===== src/rtl/tblock_pkg.sv =====
// Shared types and helpers for the transport-block framer.
package tblock_pkg;

  typedef enum logic {
    ST_DATA = 1'b0,
    ST_PAD  = 1'b1
  } state_t;

  // Counter width for a modulus n, never narrower than one bit.
  function automatic int cnt_w(input int n);
    return (n <= 2) ? 1 : $clog2(n);
  endfunction

endpackage


===== src/rtl/tblock_gap_timer.sv =====
// Saturating starvation timer: counts ticks up to LIMIT-1 and flags expiry there.
module tblock_gap_timer #(
  parameter int LIMIT = 16,
  parameter int W     = 4
) (
  input  logic         clk,
  input  logic         rst,
  input  logic         clr,
  input  logic         tick,
  input  logic         hold,
  output logic         expired,
  output logic [W-1:0] count
);

  localparam logic [W-1:0] LAST = W'(LIMIT - 1);

  assign expired = (count == LAST);

  always_ff @(posedge clk) begin
    if (rst || clr) begin
      count <= '0;
    end else if (!hold && tick && !expired) begin
      count <= count + 1'b1;
    end
  end

endmodule


===== src/rtl/tblock_framer.sv =====
// Transport-block framer: zero-latency pass-through that closes starved blocks with
// fill words, marks block start/end, and keeps a saturating count of fill words sent.
module tblock_framer
  import tblock_pkg::*;
#(
  parameter int                DATA_W      = 8,
  parameter int                BLOCK_LEN   = 480,
  parameter int                WAIT_CYCLES = 16,
  parameter logic [DATA_W-1:0] FILL_WORD   = '0,
  parameter int                KEEP_ALIVE  = 0,
  parameter int                STAT_W      = 32
) (
  input  logic              clk,
  input  logic              rst,
  input  logic              ival,
  input  logic [DATA_W-1:0] idata,
  input  logic              ireq,
  output logic              oreq,
  output logic              oval,
  output logic [DATA_W-1:0] odata,
  output logic              osop,
  output logic              oeop,
  output logic              opad,
  output logic              opad_start,
  input  logic              stat_clr,
  output logic [STAT_W-1:0] pad_words
);

  localparam int BW = cnt_w(BLOCK_LEN);
  localparam int GW = cnt_w(WAIT_CYCLES);
  localparam logic [BW-1:0] BLK_LAST = BW'(BLOCK_LEN - 1);

  state_t          state;
  state_t          state_nxt;
  logic [BW-1:0]   blk_cnt;
  logic [GW-1:0]   gap_cnt;
  logic            gap_exp;
  logic            in_pad;
  logic            xfer;
  logic            starved;
  logic            go_pad;
  logic            blk_first;
  logic            blk_last;

  // Reset forces the DATA view immediately, even before the state register clears.
  assign in_pad    = (state == ST_PAD) && !rst;
  assign blk_first = rst || (blk_cnt == '0);
  assign blk_last  = !rst && (blk_cnt == BLK_LAST);

  always_comb begin
    oreq  = ireq;
    oval  = ival;
    odata = idata;
    opad  = 1'b0;
    if (in_pad) begin
      oreq  = 1'b0;
      oval  = 1'b1;
      odata = FILL_WORD;
      opad  = 1'b1;
    end
  end

  assign osop    = oval && blk_first;
  assign oeop    = oval && blk_last;
  assign xfer    = oval && ireq;
  assign starved = !in_pad && ireq && !ival;
  // A stall on a block boundary only opens a fill block in keep-alive mode.
  assign go_pad  = starved && gap_exp && ((blk_cnt != '0) || (KEEP_ALIVE != 0));

  always_comb begin
    state_nxt = state;
    case (state)
      ST_DATA: if (go_pad)              state_nxt = ST_PAD;
      ST_PAD:  if (xfer && blk_last)    state_nxt = ST_DATA;
      default:                          state_nxt = ST_DATA;
    endcase
  end

  always_ff @(posedge clk) begin
    if (rst) begin
      state <= ST_DATA;
    end else begin
      state <= state_nxt;
    end
  end

  always_ff @(posedge clk) begin
    if (rst) begin
      blk_cnt <= '0;
    end else if (xfer) begin
      blk_cnt <= blk_last ? '0 : blk_cnt + 1'b1;
    end
  end

  always_ff @(posedge clk) begin
    if (rst) begin
      opad_start <= 1'b0;
    end else begin
      opad_start <= go_pad;
    end
  end

  always_ff @(posedge clk) begin
    if (rst || stat_clr) begin
      pad_words <= '0;
    end else if (in_pad && xfer && (pad_words != '1)) begin
      pad_words <= pad_words + 1'b1;
    end
  end

  tblock_gap_timer #(
    .LIMIT (WAIT_CYCLES),
    .W     (GW)
  ) u_gap (
    .clk     (clk),
    .rst     (rst),
    .clr     (xfer || go_pad || in_pad),
    .tick    (starved),
    .hold    (!ireq),
    .expired (gap_exp),
    .count   (gap_cnt)
  );

endmodule


===== config.mk =====
export PLATFORM = sky130hd
export DESIGN_NAME = tblock_framer
export DESIGN_NICKNAME = d
export VERILOG_FILES = /design/src/rtl/tblock_pkg.sv /design/src/rtl/tblock_gap_timer.sv /design/src/rtl/tblock_framer.sv
export SDC_FILE = /design/constraint.sdc
export NUM_CORES = 1
export LEC_CHECK = 0
export BUFFER_PORTS_ARGS = -buffer_cell sky130_fd_sc_hd__buf_2
export CAP_MARGIN = 5
export CORE_MARGIN = 1
export CORE_UTILIZATION = 25
export CTS_CLUSTER_SIZE = 12
export DETAILED_ROUTE_END_ITERATION = 8
export PLACE_DENSITY = 0.42
export SETUP_SLACK_MARGIN = 0.1
export SYNTH_ARGS = -nofsm -noshare
export SYNTH_HDL_FRONTEND = slang
export SYNTH_SLANG_ARGS = --single-unit

===== constraint.sdc =====
create_clock -name clk -period 4.3 [get_ports clk]
set_input_delay 0.86 -clock clk [delete_from_list [all_inputs] [get_ports clk]]
set_output_delay 0.86 -clock clk [all_outputs]
set_load 0.005 [all_outputs]

==> results of run 1 <==
==> through the flow <==
step                      utilization  hold WS (ps)
after floorplan                     -         453.6
after global placement         0.2966         470.6
after detailed placement       0.2966         470.9
after CTS                      0.3049         482.4
after global routing           0.3049         517.0
final                          0.3049         480.9
==> path summary, 6_finish.rpt <==
path | depth (start not counted) | startpoint | slack [ps] | to
min | 2 | u_gap.count[1]$_SDFFE_PP0P_ | 480 | u_gap.count[1]$_SDFFE_PP0P_
min reg2reg | 2 | u_gap.count[1]$_SDFFE_PP0P_ | 480 | u_gap.count[1]$_SDFFE_PP0P_
max reg2reg | 6 | pad_words[0]$_SDFFE_PP0P_ | 1790 | pad_words[22]$_SDFFE_PP0P_
max | 6 | rst | 1520 | oeop
==> critical path: stages <==
cell and delay (ps):
sky130_fd_sc_hd__buf_2 220, sky130_fd_sc_hd__nand2b_1 320, sky130_fd_sc_hd__inv_1 150, sky130_fd_sc_hd__nor2_1 180, sky130_fd_sc_hd__nor2_1 70, sky130_fd_sc_hd__buf_2 120
==> power by group <==
group	switching (uW)	internal [uW]
sequential	2.08	437
clock	151	115
combinational	23.1	16.7
total	176	568
==> cell usage after synthesis, drive strengths merged <==
cell type | n | area share
nand4 | 8 | 0.022
inv | 10 | 0.015
nor4b | 1 | 0.0035
nand2b | 1 | 0.0025
and2 | 12 | 0.030
dfxtp | 47 | 0.38
or2 | 2 | 0.0050
nand2 | 32 | 0.048
a311oi | 2 | 0.0070
nor3b | 1 | 0.0030
and3 | 2 | 0.0050
nand3 | 21 | 0.044
o311ai | 1 | 0.0065
nand3b | 1 | 0.0030
a21o | 1 | 0.0030
buf | 5 | 0.018
nor2b | 2 | 0.0050
or3 | 12 | 0.030
nor2 | 25 | 0.037
mux2i | 1 | 0.0040
a31oi | 1 | 0.0025
or4 | 15 | 0.046
a41oi | 1 | 0.0035
and3b | 2 | 0.0070
xnor2 | 6 | 0.021
o21a | 3 | 0.0090
a21oi | 24 | 0.048
and4 | 4 | 0.014
o211ai | 7 | 0.021
clkbuf | 8 | 0.012
o31ai | 11 | 0.044
xor2 | 6 | 0.021
nor3 | 3 | 0.0060
o21ai | 16 | 0.032
nor4 | 5 | 0.017
o31a | 2 | 0.0070
ha | 4 | 0.020
==> final cells by class <==
type                            instances  share of cell area
Sequential cell                        47              0.3172
Clock inverter                          1            0.001687
Multi-Input combinational cell        235              0.4888
Timing Repair Buffer                   58             0.09785
Tap cell                              133             0.05609
Inverter                               10             0.01265
Clock buffer                            7             0.02573
==> cells by family after synthesis <==
group,count (synthesis),synth area share
flip-flops,47,0.3756
multiplexers,1,0.003996
AND/OR/NAND/NOR,149,0.3297
adder cells (fa/ha/maj),4,0.01998
buffers and inverters,23,0.04545
AO/OA/AOI/OAI,69,0.1833
XOR/XNOR,12,0.04196
==> state kept, by name (all words and copies together) (netlist names) <==
signal,flops
opad_start,1
blk_cnt,9
state,1
pad_words,32
u_gap.count,4
==> layer usage <==
metal | wire length [um] | track usage
met4 | 58 | 0.03626
met3 | 209 | 0.02531
met2 | 2838 | 0.1890
met5 | 0 | 0
met1 | 3396 | 0.1812
==> cell usage in the layout (no fill, tap or decap), types with 2 or more instances in the layout <==
cell	synthesis	routed
sky130_fd_sc_hd__inv_1	10	10
sky130_fd_sc_hd__nand4_1	7	7
sky130_fd_sc_hd__o21a_1	3	3
sky130_fd_sc_hd__nor2b_1	2	2
sky130_fd_sc_hd__nor4_1	3	3
sky130_fd_sc_hd__o21ai_0	4	4
sky130_fd_sc_hd__ha_1	4	4
sky130_fd_sc_hd__a311oi_1	2	2
sky130_fd_sc_hd__o31a_1	2	2
sky130_fd_sc_hd__and4_1	4	4
sky130_fd_sc_hd__nor2_1	25	25
sky130_fd_sc_hd__a21oi_1	24	24
sky130_fd_sc_hd__clkbuf_1	8	2
sky130_fd_sc_hd__and3b_1	2	2
sky130_fd_sc_hd__o21ai_1	12	12
sky130_fd_sc_hd__or4_1	14	14
sky130_fd_sc_hd__xnor2_1	6	6
sky130_fd_sc_hd__and2_1	12	12
sky130_fd_sc_hd__clkbuf_8	0	5
sky130_fd_sc_hd__o211ai_1	7	7
sky130_fd_sc_hd__o31ai_4	2	2
sky130_fd_sc_hd__nor3_1	3	3
sky130_fd_sc_hd__nor4_2	2	2
sky130_fd_sc_hd__and3_1	2	2
sky130_fd_sc_hd__or3_1	12	12
sky130_fd_sc_hd__o31ai_1	9	9
sky130_fd_sc_hd__dfxtp_1	47	47
sky130_fd_sc_hd__nand3_1	20	20
sky130_fd_sc_hd__nand2_1	32	32
sky130_fd_sc_hd__buf_2	1	58
sky130_fd_sc_hd__xor2_1	6	6
==> results_dict.tcl, run 1 <==
set metrics [dict create \
    status "complete, no violations" \
    syn-mean-instance-area_um2 8.213 \
    fin_total_pwr_uw 744.4 \
    core_area_mm2 0.009729 \
    timing_worst_setup_path_type "input port to output port" \
    power.leakage_uw 0.001066 \
    max_cap_viol_count 0 \
    unrepaired_setup_endpoints_after_global_routing "no" \
    fp.dieW_um 102.1 \
    fin_setup_tns_ps 0 \
    grt_antenna_before_repair 0 \
    hpwlAfterDp_mm 4.672 \
    syn2layout_area_growth_pct 18.43 \
    post_cts_setup_buffer_count 0 \
    holdBufCountCts 0 \
    timing.final.crit_period_ps 2785 \
    fmaxAchievable_mhz 359.1 \
    first_global_vias 2004 \
    drt-total-wl_mm 6.502 \
    synthesis.area_mm2 0.002505 \
    arrival_ps 1920 \
    n_fill_cell 1072 \
    cts.htree.levels 2 \
    synth_seq_area_share 0.3756 \
    place.detailed.instances 483 \
    dp_worst_setup_slack_ps 1477 \
    worst_setup_path_start_kind "input port" \
    cts_root_buffer "sky130_fd_sc_hd__clkbuf_8" \
    worstPathMaxFanout 15 \
    drc_errors 0 \
    finalNonFillerCells 491 \
    syn_inst 305 \
    tritoncts "done" \
    required_ps 3440 \
    min-delay-path-class "register to register" \
    power-per-cell-area_mw_per_mm2 250.9 \
    worst-slew-pin-transition_ps 1094 \
    global_route_wire_length_before_repair_mm 10.24 \
    multi_input_comb_area_mm2 0.001450 \
    finalInstanceArea_mm2 0.002967 \
    gpl.final_weighted_congestion 0.8001 \
    timing.final.hold_violations 0 \
    cts-resized-gates 0 \
    end_kind "output port" \
    worst_slew_slack_as_a_fraction_of_its_limit 0.2680 \
    synth_cell_type_count 46 \
    rows 36 \
    num_antenna_cells 0 \
    port_buffers 58 \
    cts_made_buffers 5 \
    drt_first_pass_iters 4 \
    grt_start_max_net_pins 26 \
    min_period_over_period 0.6476 \
    grtUsageTotal 0.1258 \
    final-seq-area_um2 940.9 \
    drive_above_1_share 0.2039 \
    setup_ws_ps 1515 \
    die_height_um 102.1 \
    ir_worst_vdd_uv 118.5 \
    clockBufferDepth 2 \
    fin_skew_ps 9.439 \
    drt_iter0_drc 66 \
    nets 374 \
    yosysWarnings 0 \
    slew_viol_final 0 \
    initial_core_util 0.2575 \
    finalSetupViolations 0 \
    synth-seq-cells 47 \
    io-pin-count 59 \
    vias_per_cell 4.813 \
    syn_nets 322 \
    ant_nets 0 \
    clkSlewWorstSetupHoldPaths_ps 80 \
    global_route.overflow_total 0 \
    insertion_delay_ps 300 \
    drt-wirelength-per-cell_um 13.24 \
    total_placed_instance_area_mm2 0.002885 \
    route.vias.total 2363 \
    cts.sink_count 47 \
    floorplan_die_area_mm2 0.01042 \
]
(Power assumes the default switching activity.)
==> inputs of run 2 (changes only) <==
--- a/config.mk
+++ b/config.mk
@@ -11,7 +11,7 @@
 export CORE_UTILIZATION = 25
 export CTS_CLUSTER_SIZE = 12
 export DETAILED_ROUTE_END_ITERATION = 8
-export PLACE_DENSITY = 0.42
+export PLACE_DENSITY = 0.44
 export SETUP_SLACK_MARGIN = 0.1
 export SYNTH_ARGS = -nofsm -noshare
 export SYNTH_HDL_FRONTEND = slang
==> constraint.sdc (replaced) <==
create_clock -name clk -period 2.39 [get_ports clk]
set_input_delay 0.478 -clock clk [delete_from_list [all_inputs] [get_ports clk]]
set_output_delay 0.478 -clock clk [all_outputs]
set_load 0.005 [all_outputs]
==> results_dict.tcl, run 2 (synthesized netlist as in run 1, its figures left out) <==
set metrics [dict create \
    status "complete, no violations" \
    global_route.overflow_total 0 \
    timing.final.hold_violations 0 \
    power.leakage_uw 0.001126 \
    crit_path_max_incr_delay_ps 490 \
    power-per-cell-area_mw_per_mm2 438.2 \
    layout_common_cells "58 x sky130_fd_sc_hd__buf_2, 47 x sky130_fd_sc_hd__dfxtp_1, 32 x sky130_fd_sc_hd__nand2_1" \
    clkSlewWorstSetupHoldPaths_ps 90 \
    min_period_over_period 0.8942 \
    timing_worst_setup_path_type "register to register" \
    cts.sink_count 47 \
    cts_made_buffers 5 \
    tritoncts "done" \
    arrival_ps 2350 \
    cts-resized-gates 0 \
    mostFrequentLayoutCell "sky130_fd_sc_hd__buf_2" \
    dp_worst_setup_slack_ps 222.9 \
    drt-wirelength-per-cell_um 13.03 \
    drt_first_pass_iters 4 \
    drive_above_1_share 0.2310 \
    nets 384 \
    initial_core_util 0.2575 \
    gpl.final_weighted_congestion 0.7350 \
    hpwlAfterDp_mm 4.852 \
    end_kind "register" \
    grt_antenna_before_repair 0 \
    unrepaired_setup_endpoints_after_global_routing "no" \
    min-delay-path-class "input port to register" \
    core_area_mm2 0.009729 \
    rows 36 \
    required_ps 2600 \
    drt-total-wl_mm 6.527 \
    die_height_um 102.1 \
    worst_setup_path_start_kind "register" \
    num_antenna_cells 0 \
    top_register "pad_words" \
    max_cap_viol_count 0 \
    grt_start_max_net_pins 25 \
    fin_skew_ps 5.311 \
    vias_per_cell 4.804 \
    cts_root_buffer "sky130_fd_sc_hd__clkbuf_8" \
    setup_ws_ps 252.9 \
    fp.dieW_um 102.1 \
    crit_slowest_cell "sky130_fd_sc_hd__or4_4" \
    timing.final.crit_period_ps 2137 \
    globalRouteMet1Util 0.1870 \
    ant_nets 0 \
    worst-slew-pin-transition_ps 495.8 \
    floorplan_die_area_mm2 0.01042 \
    clockBufferDepth 2 \
    route.vias.total 2407 \
    syn2layout_area_growth_pct 22.38 \
    slew_viol_final 0 \
    fin_setup_tns_ps 0 \
    finalSetupViolations 0 \
    holdBufCountCts 0 \
    ordered_list_of_cells_on_the_worst_path "ha_1 -> nand2_1 -> or4_4 -> o31ai_4 -> buf_4 -> nor4_1 -> o21a_1" \
    post_cts_setup_buffer_count 0 \
    first_global_vias 2159 \
    ir_worst_vdd_uv 158.0 \
    worstPathMaxFanout 21 \
    flip_flop_count_of_the_largest_register_after_layout 32 \
    drt_iter0_drc 77 \
    grt-busiest-layer "met2" \
    drc_errors 0 \
    worst_slew_slack_as_a_fraction_of_its_limit 0.6664 \
    layout_top_registers "pad_words x32, blk_cnt x9, u_gap.count x4" \
    cts.htree.levels 2 \
    use_met2 0.1951 \
    global_route_wire_length_before_repair_mm 10.72 \
    insertion_delay_ps 310 \
    port_buffers 58 \
    fmaxAchievable_mhz 467.9 \
    gr-usage-met3 0.03010 \
    io-pin-count 59 \
    grtUsageTotal 0.1324 \
]
[run 2: worst paths after layout]
| path | start | end | slack [ps] | cells after the start |
|---|---|---|---|---|
| worst min register to register | u_gap.count[1]$_SDFFE_PP0P_ | u_gap.count[1]$_SDFFE_PP0P_ | 480 | 2 |
| worst max-delay path | pad_words[0]$_SDFFE_PP0P_ | pad_words[9]$_SDFFE_PP0P_ | 250 | 7 |
| worst min-delay path | ireq | state$_SDFF_PP0_ | 450 | 2 |
| worst max register to register | pad_words[0]$_SDFFE_PP0P_ | pad_words[9]$_SDFFE_PP0P_ | 250 | 7 |
[run 2: final cells by class]
cell class	count	area [um2]
Tap cell	133	166.4
Multi-Input combinational cell	235	1461
Sequential cell	47	940.9
Timing Repair Buffer	68	377.9
Clock inverter	1	5.005
Clock buffer	7	76.32
Fill cell	1107	6664
Inverter	10	37.54
[run 2: where the power goes]
group	switching [uW]	total, uW	internal (uW)	leakage (uW)
clock network	273	479	206	0.0000422
registers	3.71	790	786	0.000379
logic	41.5	75.2	33.7	0.000705
[run 2: worst max-delay path: cells and delay by family, from the launching register on]
| family | cells | cell delay, ps |
|---|---|---|
| adders and majority gates | 1 | 270 |
| AOI/OAI and AO/OA | 2 | 400 |
| DFF | 1 | 440 |
| buffers and inverters | 1 | 260 |
| and+or+nand+nor | 3 | 670 |
[run 2: per-layer routing]
| metal | wire, um | up-vias | part of all wire |
|---|---|---|---|
| li1 | - | 1237 | - |
| met1 | 3283 | 1126 | 0.50 |
| met4 | 108 | 0 | 0.017 |
| met2 | 2842 | 37 | 0.44 |
| met5 | 0 | - | 0 |
| met3 | 293 | 7 | 0.045 |
[run 2: metrics by stage]
step | power [uW] | instance area (um2) | instances | hold slack (ps) | util
4_1_cts | 1375 | 3054 | 501 | 439.0 | 0.3139
3_5_place_dp | 883.8 | 2973 | 493 | 469.8 | 0.3056
2_1_floorplan | 848.1 | 2505 | 305 | 453.6 | -
3_3_place_gp | 884.4 | 2973 | 493 | 464.8 | 0.3056
6_report | 1343 | 3065 | 501 | 448.3 | 0.3151
5_1_grt | 1425 | 3065 | 501 | 439.4 | 0.3151
